`src/rtl/bcd_seconds_display.sv`:
```
// Multi-digit BCD seconds counter (up/down, clear, load) with a prescaled count tick
// and a time-multiplexed 7-segment output with leading-zero blanking and a blinking dp.
module bcd_seconds_display #(
  parameter int CLK_HZ         = 10_000_000,
  parameter int TICK_HZ        = 1,
  parameter int NUM_DIGITS     = 4,
  parameter int REFRESH_DIV    = 10_000,
  parameter int SEG_ACTIVE_LOW = 0,
  parameter int DIG_ACTIVE_LOW = 0
) (
  input  logic                    clk,
  input  logic                    reset,
  input  logic                    en,
  input  logic                    up_dn,
  input  logic                    clr,
  input  logic                    load,
  input  logic [4*NUM_DIGITS-1:0] load_val,
  output logic [4*NUM_DIGITS-1:0] count,
  output logic                    tick,
  output logic                    wrap,
  output logic [6:0]              seg,
  output logic                    dp,
  output logic [NUM_DIGITS-1:0]   digit_sel
);

  localparam int DIV = CLK_HZ / TICK_HZ;
  localparam int PW  = (DIV > 1) ? $clog2(DIV) : 1;
  localparam int RW  = (REFRESH_DIV > 1) ? $clog2(REFRESH_DIV) : 1;
  localparam int IW  = (NUM_DIGITS > 1) ? $clog2(NUM_DIGITS) : 1;

  localparam logic [PW-1:0] P_LAST   = PW'(DIV - 1);
  localparam logic [PW-1:0] P_HALF   = PW'(DIV / 2);
  localparam logic [RW-1:0] R_LAST   = RW'(REFRESH_DIV - 1);
  localparam logic [IW-1:0] IDX_LAST = IW'(NUM_DIGITS - 1);
  localparam logic          SEG_INV  = (SEG_ACTIVE_LOW != 0);
  localparam logic          DIG_INV  = (DIG_ACTIVE_LOW != 0);
  localparam logic [6:0]    SEG_OFF  = {7{SEG_INV}};
  localparam logic [NUM_DIGITS-1:0] SEL_OFF = {NUM_DIGITS{DIG_INV}};

  logic [PW-1:0]           p_q, p_d;
  logic [4*NUM_DIGITS-1:0] count_q, count_d;
  logic                    tick_q, tick_d, wrap_q, wrap_d;
  logic [RW-1:0]           r_q, r_d;
  logic [IW-1:0]           idx_q, idx_d;
  logic [6:0]              seg_q, seg_d;
  logic                    dp_q, dp_d;
  logic [NUM_DIGITS-1:0]   sel_q, sel_d;

  logic [4*NUM_DIGITS-1:0] inc_val, dec_val, clamped;
  logic                    carry, borrow, step;
  logic [3:0]              nib, cur_nib;
  logic                    nz_above, cur_nz;
  logic [6:0]              seg_raw;
  logic [NUM_DIGITS-1:0]   onehot;

  function automatic logic [6:0] decode(input logic [3:0] d);
    case (d)
      4'd0:    decode = 7'h3F;
      4'd1:    decode = 7'h06;
      4'd2:    decode = 7'h5B;
      4'd3:    decode = 7'h4F;
      4'd4:    decode = 7'h66;
      4'd5:    decode = 7'h6D;
      4'd6:    decode = 7'h7D;
      4'd7:    decode = 7'h07;
      4'd8:    decode = 7'h7F;
      4'd9:    decode = 7'h6F;
      default: decode = 7'h00;
    endcase
  endfunction

  // Ripple-carry/borrow BCD neighbours and the clamped load value; a surviving
  // carry (borrow) means the count was all-9s (all-0s), i.e. this step wraps.
  always_comb begin
    // NOTE: every always_comb output gets a default before any branch, so no latch is inferred.
    inc_val = '0;
    dec_val = '0;
    clamped = '0;
    carry   = 1'b1;
    borrow  = 1'b1;
    nib     = '0;
    for (int i = 0; i < NUM_DIGITS; i++) begin
      nib = count_q[4*i +: 4];
      if (!carry)          inc_val[4*i +: 4] = nib;
      else if (nib == 4'd9) inc_val[4*i +: 4] = 4'd0;
      else begin
        inc_val[4*i +: 4] = nib + 4'd1;
        carry = 1'b0;
      end
      if (!borrow)         dec_val[4*i +: 4] = nib;
      else if (nib == 4'd0) dec_val[4*i +: 4] = 4'd9;
      else begin
        dec_val[4*i +: 4] = nib - 4'd1;
        borrow = 1'b0;
      end
      nib = load_val[4*i +: 4];
      clamped[4*i +: 4] = (nib > 4'd9) ? 4'd9 : nib;
    end
  end

  assign step = en && (p_q == P_LAST);

  always_comb begin
    count_d = count_q;
    p_d     = p_q;
    tick_d  = 1'b0;
    wrap_d  = 1'b0;
    if (clr) begin
      count_d = '0;
      p_d     = '0;
    end else if (load) begin
      count_d = clamped;
      p_d     = '0;
    end else if (step) begin
      p_d     = '0;
      tick_d  = 1'b1;
      count_d = up_dn ? inc_val : dec_val;
      wrap_d  = up_dn ? carry : borrow;
    end else if (en) begin
      p_d = p_q + PW'(1);
    end
  end

  always_comb begin
    r_d   = r_q + RW'(1);
    idx_d = idx_q;
    if (r_q == R_LAST) begin
      r_d   = '0;
      idx_d = (idx_q == IDX_LAST) ? '0 : idx_q + IW'(1);
    end
  end

  // Walk digits from the top so that cur_nz says whether the selected digit or
  // anything above it is non-zero; digit 0 is always shown.
  always_comb begin
    nz_above = 1'b0;
    cur_nz   = 1'b0;
    cur_nib  = '0;
    onehot   = '0;
    for (int k = NUM_DIGITS - 1; k >= 0; k--) begin
      if (count_q[4*k +: 4] != 4'd0) nz_above = 1'b1;
      if (idx_q == IW'(k)) begin
        cur_nib   = count_q[4*k +: 4];
        cur_nz    = nz_above;
        onehot[k] = 1'b1;
      end
    end
    seg_raw = (cur_nz || idx_q == '0) ? decode(cur_nib) : 7'h00;
    seg_d   = seg_raw ^ SEG_OFF;
    dp_d    = ((idx_q == '0) && (p_q < P_HALF)) ^ SEG_INV;
    sel_d   = onehot ^ SEL_OFF;
  end

  // NOTE: sequential state uses non-blocking assignments so every register samples pre-edge values.
  always_ff @(posedge clk or posedge reset) begin
    if (reset) begin
      p_q     <= '0;
      count_q <= '0;
      tick_q  <= 1'b0;
      wrap_q  <= 1'b0;
      r_q     <= '0;
      idx_q   <= '0;
      seg_q   <= SEG_OFF;
      dp_q    <= SEG_INV;
      sel_q   <= SEL_OFF;
    end else begin
      p_q     <= p_d;
      count_q <= count_d;
      tick_q  <= tick_d;
      wrap_q  <= wrap_d;
      r_q     <= r_d;
      idx_q   <= idx_d;
      seg_q   <= seg_d;
      dp_q    <= dp_d;
      sel_q   <= sel_d;
    end
  end

  assign count     = count_q;
  assign tick      = tick_q;
  assign wrap      = wrap_q;
  assign seg       = seg_q;
  assign dp        = dp_q;
  assign digit_sel = sel_q;

endmodule

```
`config.mk`:
```
export PLATFORM = sky130hd
export DESIGN_NAME = bcd_seconds_display
export DESIGN_NICKNAME = d
export VERILOG_FILES = /design/src/rtl/bcd_seconds_display.sv
export SDC_FILE = /design/constraint.sdc
export NUM_CORES = 1
export LEC_CHECK = 0
export BUFFER_PORTS_ARGS = -buffer_cell sky130_fd_sc_hd__buf_2
export CAP_MARGIN = 30
export CELL_PAD_IN_SITES_DETAIL_PLACEMENT = 0
export CELL_PAD_IN_SITES_GLOBAL_PLACEMENT = 1
export CORE_ASPECT_RATIO = 2
export CORE_MARGIN = 4
export CORE_UTILIZATION = 45
export DETAILED_ROUTE_END_ITERATION = 6
export PLACE_DENSITY_LB_ADDON = 0.1
export SYNTH_ARGS = -nofsm -noshare
export SYNTH_HDL_FRONTEND = slang
export SYNTH_SLANG_ARGS = --single-unit
```
`constraint.sdc`:
```
create_clock -name clk -period 2.7 [get_ports clk]
set_clock_uncertainty 0.2 [all_clocks]
set_input_delay 0.405 -clock clk [delete_from_list [all_inputs] [get_ports clk]]
set_output_delay 0.405 -clock clk [all_outputs]
set_load 0.02 [all_outputs]
```
# Yosys cells after proc, flatten, opt, wreduce, memory -nomap -nowiden
# Memory sizes are Yosys's and may differ from the RTL's.
# Cells that the tools add are included.
[op_classes]
add_sub_neg = 11
n_lt_le_gt_ge = 5
n_eq_ne = 12
mux = 66
reduce_logical = 20
[op_table]
columns = ["op", "n"]
rows = [
  ["24-bit 2-to-1 mux", 4],
  ["4-bit 2-to-1 mux", 22],
  ["16-bit 2-to-1 mux", 4],
  ["1-bit 2-to-1 mux", 33],
  ["4-bit nonzero test", 8],
  ["24-bit by 1-bit adder with 24-bit output (second input constant)", 1],
  ["24-bit == test (second input constant)", 1],
  ["24-bit by 23-bit < comparator with 1-bit output (second input constant)", 1],
  ["4-bit by 1-bit adder with 4-bit output (second input constant)", 4],
  ["4-bit == test (second input constant)", 4],
  ["4-bit > comparator (second input constant)", 4],
  ["4-bit zero test", 4],
  ["4-bit by 1-bit subtractor with 4-bit output (second input constant)", 4],
  ["14-bit by 1-bit adder with 14-bit output (second input constant)", 1],
  ["14-bit == test (second input constant)", 1],
  ["14-bit 2-to-1 mux", 1],
  ["4-bit by 1-bit != test with 1-bit output (second input constant)", 3],
  ["3-bit AND reduction", 3],
  ["7-bit 2-to-1 mux", 1],
  ["2-bit == test (second input constant)", 2],
  ["3-bit nonzero test", 1],
  ["2-bit by 1-bit adder with 2-bit output (second input constant)", 1],
  ["2-bit by 1-bit == test with 1-bit output (second input constant)", 1],
  ["1-bit logical AND", 2],
  ["other kinds (3)", 3],
]
[totals]
reg_bits = 70
rom_bits = 112
output_inout_bits = 30
memories = 1
[memory_table]
columns = ["memory", "depth", "word_bits", "rd", "rd_clocked_by_memory_dff", "wr", "line", "rtl"]
rows = [
  ["(no name shown)", 16, 7, 1, 0, 0, "57", "case (d)"],
]

# Logic depth before layout (Yosys ltp)
# Gate-level depths: netlist of the first run.
[depth]
word_depth = 9
ltp_mapped = 10

# Worst setup path after synthesis of the first run
# Ideal clock, no wire load.
[synth_path]
path_kind = "flip-flop to flip-flop"
start = "reg idx_q[0]"
end = "reg seg_q[3], in the netlist seg[3]"
setup_ns = 0.078
arrival_ns = 2.180
required_time_ns = 2.422
setup_slack_ns = 0.242
stages_incl_launch_ff = 10
path_buffers = 1
path_cell_list = "dfrtp_1 inv_1 ha_1 buf_1 a211oi_1 a211o_1 inv_1 ha_1 or3_1 a21oi_1"
[synth_via]
elab_chain_cells = 7
elab_cells_between_ends = 15
cone_classes = "eq/ne: 3; mux: 9; reduce/logical: 2; memory: 1"
[synth_rtl]
columns = ["element", "line", "rtl"]
rows = [
  ["start: declaration", "44", "logic [IW-1:0] idx_q, idx_d;"],
  ["start signal: assignment", "172", "idx_q <= idx_d;"],
  ["2-bit == test", "142", "if (idx_q == IW'(k)) begin"],
  ["4-bit 2-to-1 mux / 1-bit 2-to-1 mux (equally long branches) (4 in series)", "142", ""],
  ["memory 16 x 7 bit / 1-bit logical OR (equally long branches)", "--", ""],
  ["7-bit 2-to-1 mux (*)", "148", "seg_raw = (cur_nz || idx_q == '0) ? decode(cur_nib) : 7'h00;"],
  ["named net seg_d[3]", "45", "logic [6:0] seg_q, seg_d;"],
  ["end signal: assignment", "173", "seg_q <= seg_d;"],
  ["end: declaration", "45", ""],
]
# The timed path passes the listed nets; every way through them passes the cells marked *.
# A chain may end at the register's enable or synchronous reset.

# Worst setup path after layout of the first run
# Same ends and word-level chain as after synthesis.

==> flow_summary.yaml, run 1 <==
worst_setup_path:
  crit_fanout: 10
  rrSetupSlack_ns: 0.19
  required_ns: 2.76
  critPathKind: "reg -> reg"
  worstPathArrival_ns: 2.58
  cp-start-kind: "register"
  cp-end-kind: "register"
yosys:
  ys_ff_latch: 70
  synth_top_area_cell: "dfrtp_1"
  synthMuxAreaShare_pct: 1.97
  ys_seq_area_share_pct: 37.2
  synthTopCellsByArea: "dfrtp_1 37%, ha_1 6.1%, xor2_1 4.5%, nor2_1 3.6%, nand2_1 3.2%"
  synth_top_family_by_area: "simple AND/OR/NAND/NOR gates"
  yosys.area_share.simple_pct: 26.7
  synth_most_common_cell: "dfrtp_1"
  async_reset_ff_share_pct: 100
  ys.flop_type: "dfrtp_1"
  synth_compound_area_share_pct: 16.8
  synth_xor_area_share_pct: 5.77
  synth_area_sq_mm: 0.00470
  avgSynthCellArea_sq_um: 8.84
  syn-num-nets: 577
  synth_edf_count: 0
  synth.distinct_cells: 74
  netlist_instances: 532
  synth_adder_area_share_pct: 6.12
  yosysWarnings: 0
  yosysTopAreaCellShare_pct: 37.2
  synthTopCellsByCount: "70 x dfrtp_1, 45 x nor2_1, 40 x nand2_1"
timing:
  fin_hold_ws_ns: 0.0993
  tightestPinTransition_ns: 0.665
  max_freq_mhz: 398
  tns_ns: 0
  relSlewSlack_pct: 55.6
  min_period_over_period_pct: 93.1
  slew_violations: 0
  grt_setup_unrepaired: "false"
  period_minus_slack_ns: 2.51
  finalHoldViolations: 0
  setup_viol: 0
layout:
  fillerInstances: 996
  antenna-diode-count: 0
  nets: 646
  drive_above_1_share_pct: 20.0
  area_growth_syn_to_layout_pct: 18.1
power:
  cell_internal_pwr_mw: 1.91
  sw_frac_of_total_pct: 28.8
  static-leakage-power_nw: 2.48
  power_frac_seq_pct: 41.3
  ir_drop_mv: 0.297
  clkPwrFrac_pct: 40.3
  p_switching_mw: 0.773
  power_density_mw_per_mm2: 482
  p_comb_share_pct: 18.4
grt:
  grt_max_degree: 30
  gr-total-overflow: 0
  grt_pass1_vias: 4382
  grt_pass1_wl_mm: 21.9
  antenna_found_initial: 0
  groute.usage.overall_pct: 23.0
die:
  die_area_sq_mm: 0.0123
  die_w_um: 80.3
  start_util_pct: 46.3
  die_height_um: 153
  num_io_pins: 52
  row_count: 52
  fp.coreArea_sq_mm: 0.0101
clock_network:
  clockBufferDepth: 2
  cts-buffers-inserted: 9
  clkLatencyLatePin_ns: 0.33
  cts_tree: "yes"
  clkTransAtPathRegs_ns: 0.06
  htreeDepth: 3
  cts_root_buffer: "clkbuf_16"
  cts_sinks: 70
routing:
  drt_wl_total_mm: 13.3
  wl_per_cell_um: 18.0
  vias: 4343
  drc_errors: 0
  first_iter_violations: 291
  viasPerCell: 5.87
  final_antenna_net_count: 0
  drt_pass1_iterations: 5
placement:
  place.gp.congestion: 0.881
  port_buffers: 51
  dpl.hpwl_mm: 9.97
status:
  status: "finished clean"
hold_path:
  hp-class: "in -> reg"
job:
  cap_violations: 0
## logic make-up (layout without fill, tap and decap cells)
logic type / count (synthesis) / after routing
mux: 9 / 9
buf+inv: 61 / 134
flops: 70 / 70
compound gates: 118 / 118
simple gates: 220 / 220
xor+xnor: 31 / 31
fa+ha+maj: 23 / 23
## routing by layer
| metal | vias to the layer above | GRT usage, % | share of wire (%) |
|---|---|---|---|
| li1 | 2060 | - | - |
| met1 | 2116 | 23.7 | 36 |
| met2 | 126 | 41.8 | 55 |
| met3 | 41 | 4.62 | 3.7 |
| met4 | 0 | 12.7 | 5.0 |
| met5 | - | 0 | 0 |
## state kept, by name, indices dropped and copies added (netlist names)
register	flops
p_q	24
count	16
r_q	14
seg	7
digit_sel	4
idx_q	2
dp	1
tick	1
wrap	1
## layout make-up
| type | instances | area [sq um] | share of cell area, % |
|---|---|---|---|
| clock inverters | 4 | 23.8 | 0.428 |
| inverters | 30 | 113 | 2.03 |
| multi-input cells | 401 | 2700 | 48.6 |
| repair buffers | 89 | 556 | 10.0 |
| clock buffers | 11 | 243 | 4.37 |
| flip-flops and latches | 70 | 1750 | 31.5 |
| well taps | 135 | 169 | 3.04 |
## worst paths after layout
check / from / endpoint / depth (start not counted)
min in group asynchronous: reset / dp / 3
max: idx_q[0] / seg[3] / 8
max reg2reg: idx_q[0] / seg[3] / 8
min reg2reg: r_q[7] / r_q[7] / 1
min: load_val[1] / count[1] / 3
max in group asynchronous: reset / count[3] / 4
## per-stage QoR
step	instances	worst slack [ns]	area [sq um]	total power, mW	utilization [%]
2_1_floorplan	532	0.242	4700	1.42	-
3_3_place_gp	724	0.304	5280	1.61	52.0
3_5_place_dp	724	0.191	5280	1.62	52.0
4_1_cts	740	0.182	5550	2.71	54.7
5_1_grt	740	0.00104	5560	2.81	54.7
6_report	740	0.185	5560	2.68	54.7
## power by group through the flow
| stage | Combinational (mW) | Sequential, mW | Clock (mW) |
|---|---|---|---|
| final | 0.492 | 1.11 | 1.08 |
| after global routing | 0.541 | 1.11 | 1.16 |
| after CTS | 0.494 | 1.11 | 1.11 |
| after detailed placement | 0.491 | 1.13 | 0 |
| after global placement | 0.489 | 1.12 | 0 |
| after floorplan | 0.255 | 1.17 | 0 |
## timing repair
action | CTS | global route
endpoints found under the hold margin | 23 | 0
hold buffers | 1 | 0
resized for setup | 0 | 1
endpoints found under the setup margin | 0 | 1
buffers inserted | 0 | 0
## layout by cell type, fill, tap and decap left out, types with 9 or more instances in the layout
master     count
a211oi_1       9
a21oi_1       24
and3_1        10
buf_2         51
buf_4         36
clkbuf_16      9
dfrtp_1       70
ha_1          22
inv_1         29
nand2_1       40
nand3_1       26
nand4_1       16
nor2_1        45
nor2b_1       12
nor3_1        11
o21ai_0       25
o31ai_1        9
xor2_1        24
## worst max-delay path, stage by stage (launching register included)
cell and delay, ns:
dfrtp_1 0.42, inv_1 0.12, ha_1 0.34, a211oi_1 0.12, a211o_1 0.39, inv_1 0.11
ha_1 0.24, or3_1 0.37, a21oi_1 0.13
(Power assumes the default switching activity.)
==> inputs of run 2 (changes only) <==
--- a/config.mk
+++ b/config.mk
@@ -7,11 +7,9 @@
 export LEC_CHECK = 0
 export BUFFER_PORTS_ARGS = -buffer_cell sky130_fd_sc_hd__buf_2
 export CAP_MARGIN = 30
-export CELL_PAD_IN_SITES_DETAIL_PLACEMENT = 0
-export CELL_PAD_IN_SITES_GLOBAL_PLACEMENT = 1
 export CORE_ASPECT_RATIO = 2
 export CORE_MARGIN = 4
-export CORE_UTILIZATION = 45
+export CORE_UTILIZATION = 52
 export DETAILED_ROUTE_END_ITERATION = 6
 export PLACE_DENSITY_LB_ADDON = 0.1
 export SYNTH_ARGS = -nofsm -noshare
==> flow_summary.yaml, run 2 (synthesis gave the netlist of run 1 again) <==
status:
  status: "finished clean"
worst_setup_path:
  critPathKind: "reg -> reg"
  crit_start: "idx_q[0]"
  crit_fanout: 10
  rrSetupSlack_ns: 0.22
  worstPathArrival_ns: 2.54
  cp-start-kind: "register"
  r2r_start: "idx_q[0]"
  required_ns: 2.76
  cp-end-kind: "register"
clock_network:
  clockBufferDepth: 2
  htreeDepth: 3
  clkTransAtPathRegs_ns: 0.06
  cts-buffers-inserted: 9
  cts_sinks: 70
  cts_root_buffer: "clkbuf_16"
  cts_tree: "yes"
  clkLatencyLatePin_ns: 0.33
power:
  power_density_mw_per_mm2: 492
  static-leakage-power_nw: 2.45
  design_power_total_mw: 2.69
  ir_drop_mv: 0.435
layout:
  largest-register: "p_q"
  final_cell_count_no_fill: 700
  nets: 640
  antenna-diode-count: 0
  layout_common_cells: "70 x dfrtp_1, 51 x buf_2, 45 x nor2_1"
  final_common_cell: "dfrtp_1"
  largest_register_ffs: 24
  fillerInstances: 779
  area_growth_syn_to_layout_pct: 16.5
  drive_above_1_share_pct: 19.3
grt:
  met1_usage_pct: 27.6
  grtUsageMet3_pct: 3.68
  groute.usage.overall_pct: 25.4
  grt_pass1_vias: 4330
  antenna_found_initial: 0
  use_met2_pct: 45.0
  gr-total-overflow: 0
  busiest_layer: "met2"
  grt_max_degree: 33
  grt_pass1_wl_mm: 20.9
routing:
  viasPerCell: 6.17
  wl_per_cell_um: 18.0
  first_iter_violations: 253
  drt_wl_total_mm: 12.6
  vias: 4320
  drt_pass1_iterations: 5
  final_antenna_net_count: 0
  drc_errors: 0
die:
  start_util_pct: 54.0
  die_area_sq_mm: 0.0107
  num_io_pins: 52
  die_height_um: 142
  fp.coreArea_sq_mm: 0.00871
  row_count: 48
  die_w_um: 75.3
job:
  cap_violations: 0
timing:
  finalHoldViolations: 0
  slew_violations: 0
  relSlewSlack_pct: 66.1
  tightestPinTransition_ns: 0.507
  min_period_over_period_pct: 91.8
  setup_ws_ns: 0.221
  grt_setup_unrepaired: "false"
  max_freq_mhz: 403
  setup_viol: 0
  period_minus_slack_ns: 2.48
  fin_hold_ws_ns: 0.115
  tns_ns: 0
placement:
  post-place-ws_ns: 0.226
  dpl.hpwl_mm: 9.55
  port_buffers: 51
  place.gp.congestion: 0.982
  dpl.cell_count: 683
hold_path:
  hp-class: "in -> reg"
  min-delay-start: "load_val[7]"
==> run 2: changes by cell type in the layout (fill, tap and decap cells not counted), sizes merged <==
cell,previous run,this run
buf,88,82
clkinvlp,0,1
==> run 2: timing repair <==
action / in CTS / in global routing
hold endpoints to repair: 21 / 0
hold buffers: 1 / 0
setup endpoints to repair: 0 / 2
gates resized for setup: 0 / 1
setup buffers: 0 / 0
==> run 2: worst max-delay path: stages, from the launching register on <==
cell,delay [ns]
dfrtp_1,0.41
inv_1,0.12
ha_1,0.32
a211oi_1,0.12
a211o_1,0.39
inv_1,0.12
ha_1,0.25
or3_1,0.37
a21oi_1,0.12
==> run 2: per-layer routing <==
layer,vias up,part of all wire (%)
li1,2046,-
met1,2082,36
met2,142,54
met3,50,4.7
met4,0,5.1
met5,-,0
==> run 2: path summary, 6_finish.rpt <==
check / endpoint / cells after the start
setup reg to reg: seg[3] / 8
min in group asynchronous: p_q[22] / 3
setup / recovery: seg[3] / 8
hold reg to reg: r_q[12] / 1
max in group asynchronous: count[8] / 4
hold / removal: count[7] / 3
==> run 2: stage by stage <==
step | cell area, sq um | util (%)
5_1_grt | 5480 | 62.9
3_5_place_dp | 5190 | 59.6
2_1_floorplan | 4700 | -
3_3_place_gp | 5190 | 59.6
6_report | 5480 | 62.9
4_1_cts | 5480 | 62.9
==> run 2: cell type report <==
type                    count  area, sq um  area share, %
inverters                  30          113           2.06
repair buffers             83          510           9.32
clock buffers              11          243           4.43
multi-input cells         401         2700           49.3
clock inverters             5         35.0          0.639
well taps                 100          125           2.28
flip-flops and latches     70         1750           32.0
==> run 2: where the power goes <==
group	internal [mW]	switching (mW)	leakage, nW
clock	0.647	0.459	0.135
sequential	1.08	0.0293	0.918
combinational	0.183	0.296	1.40
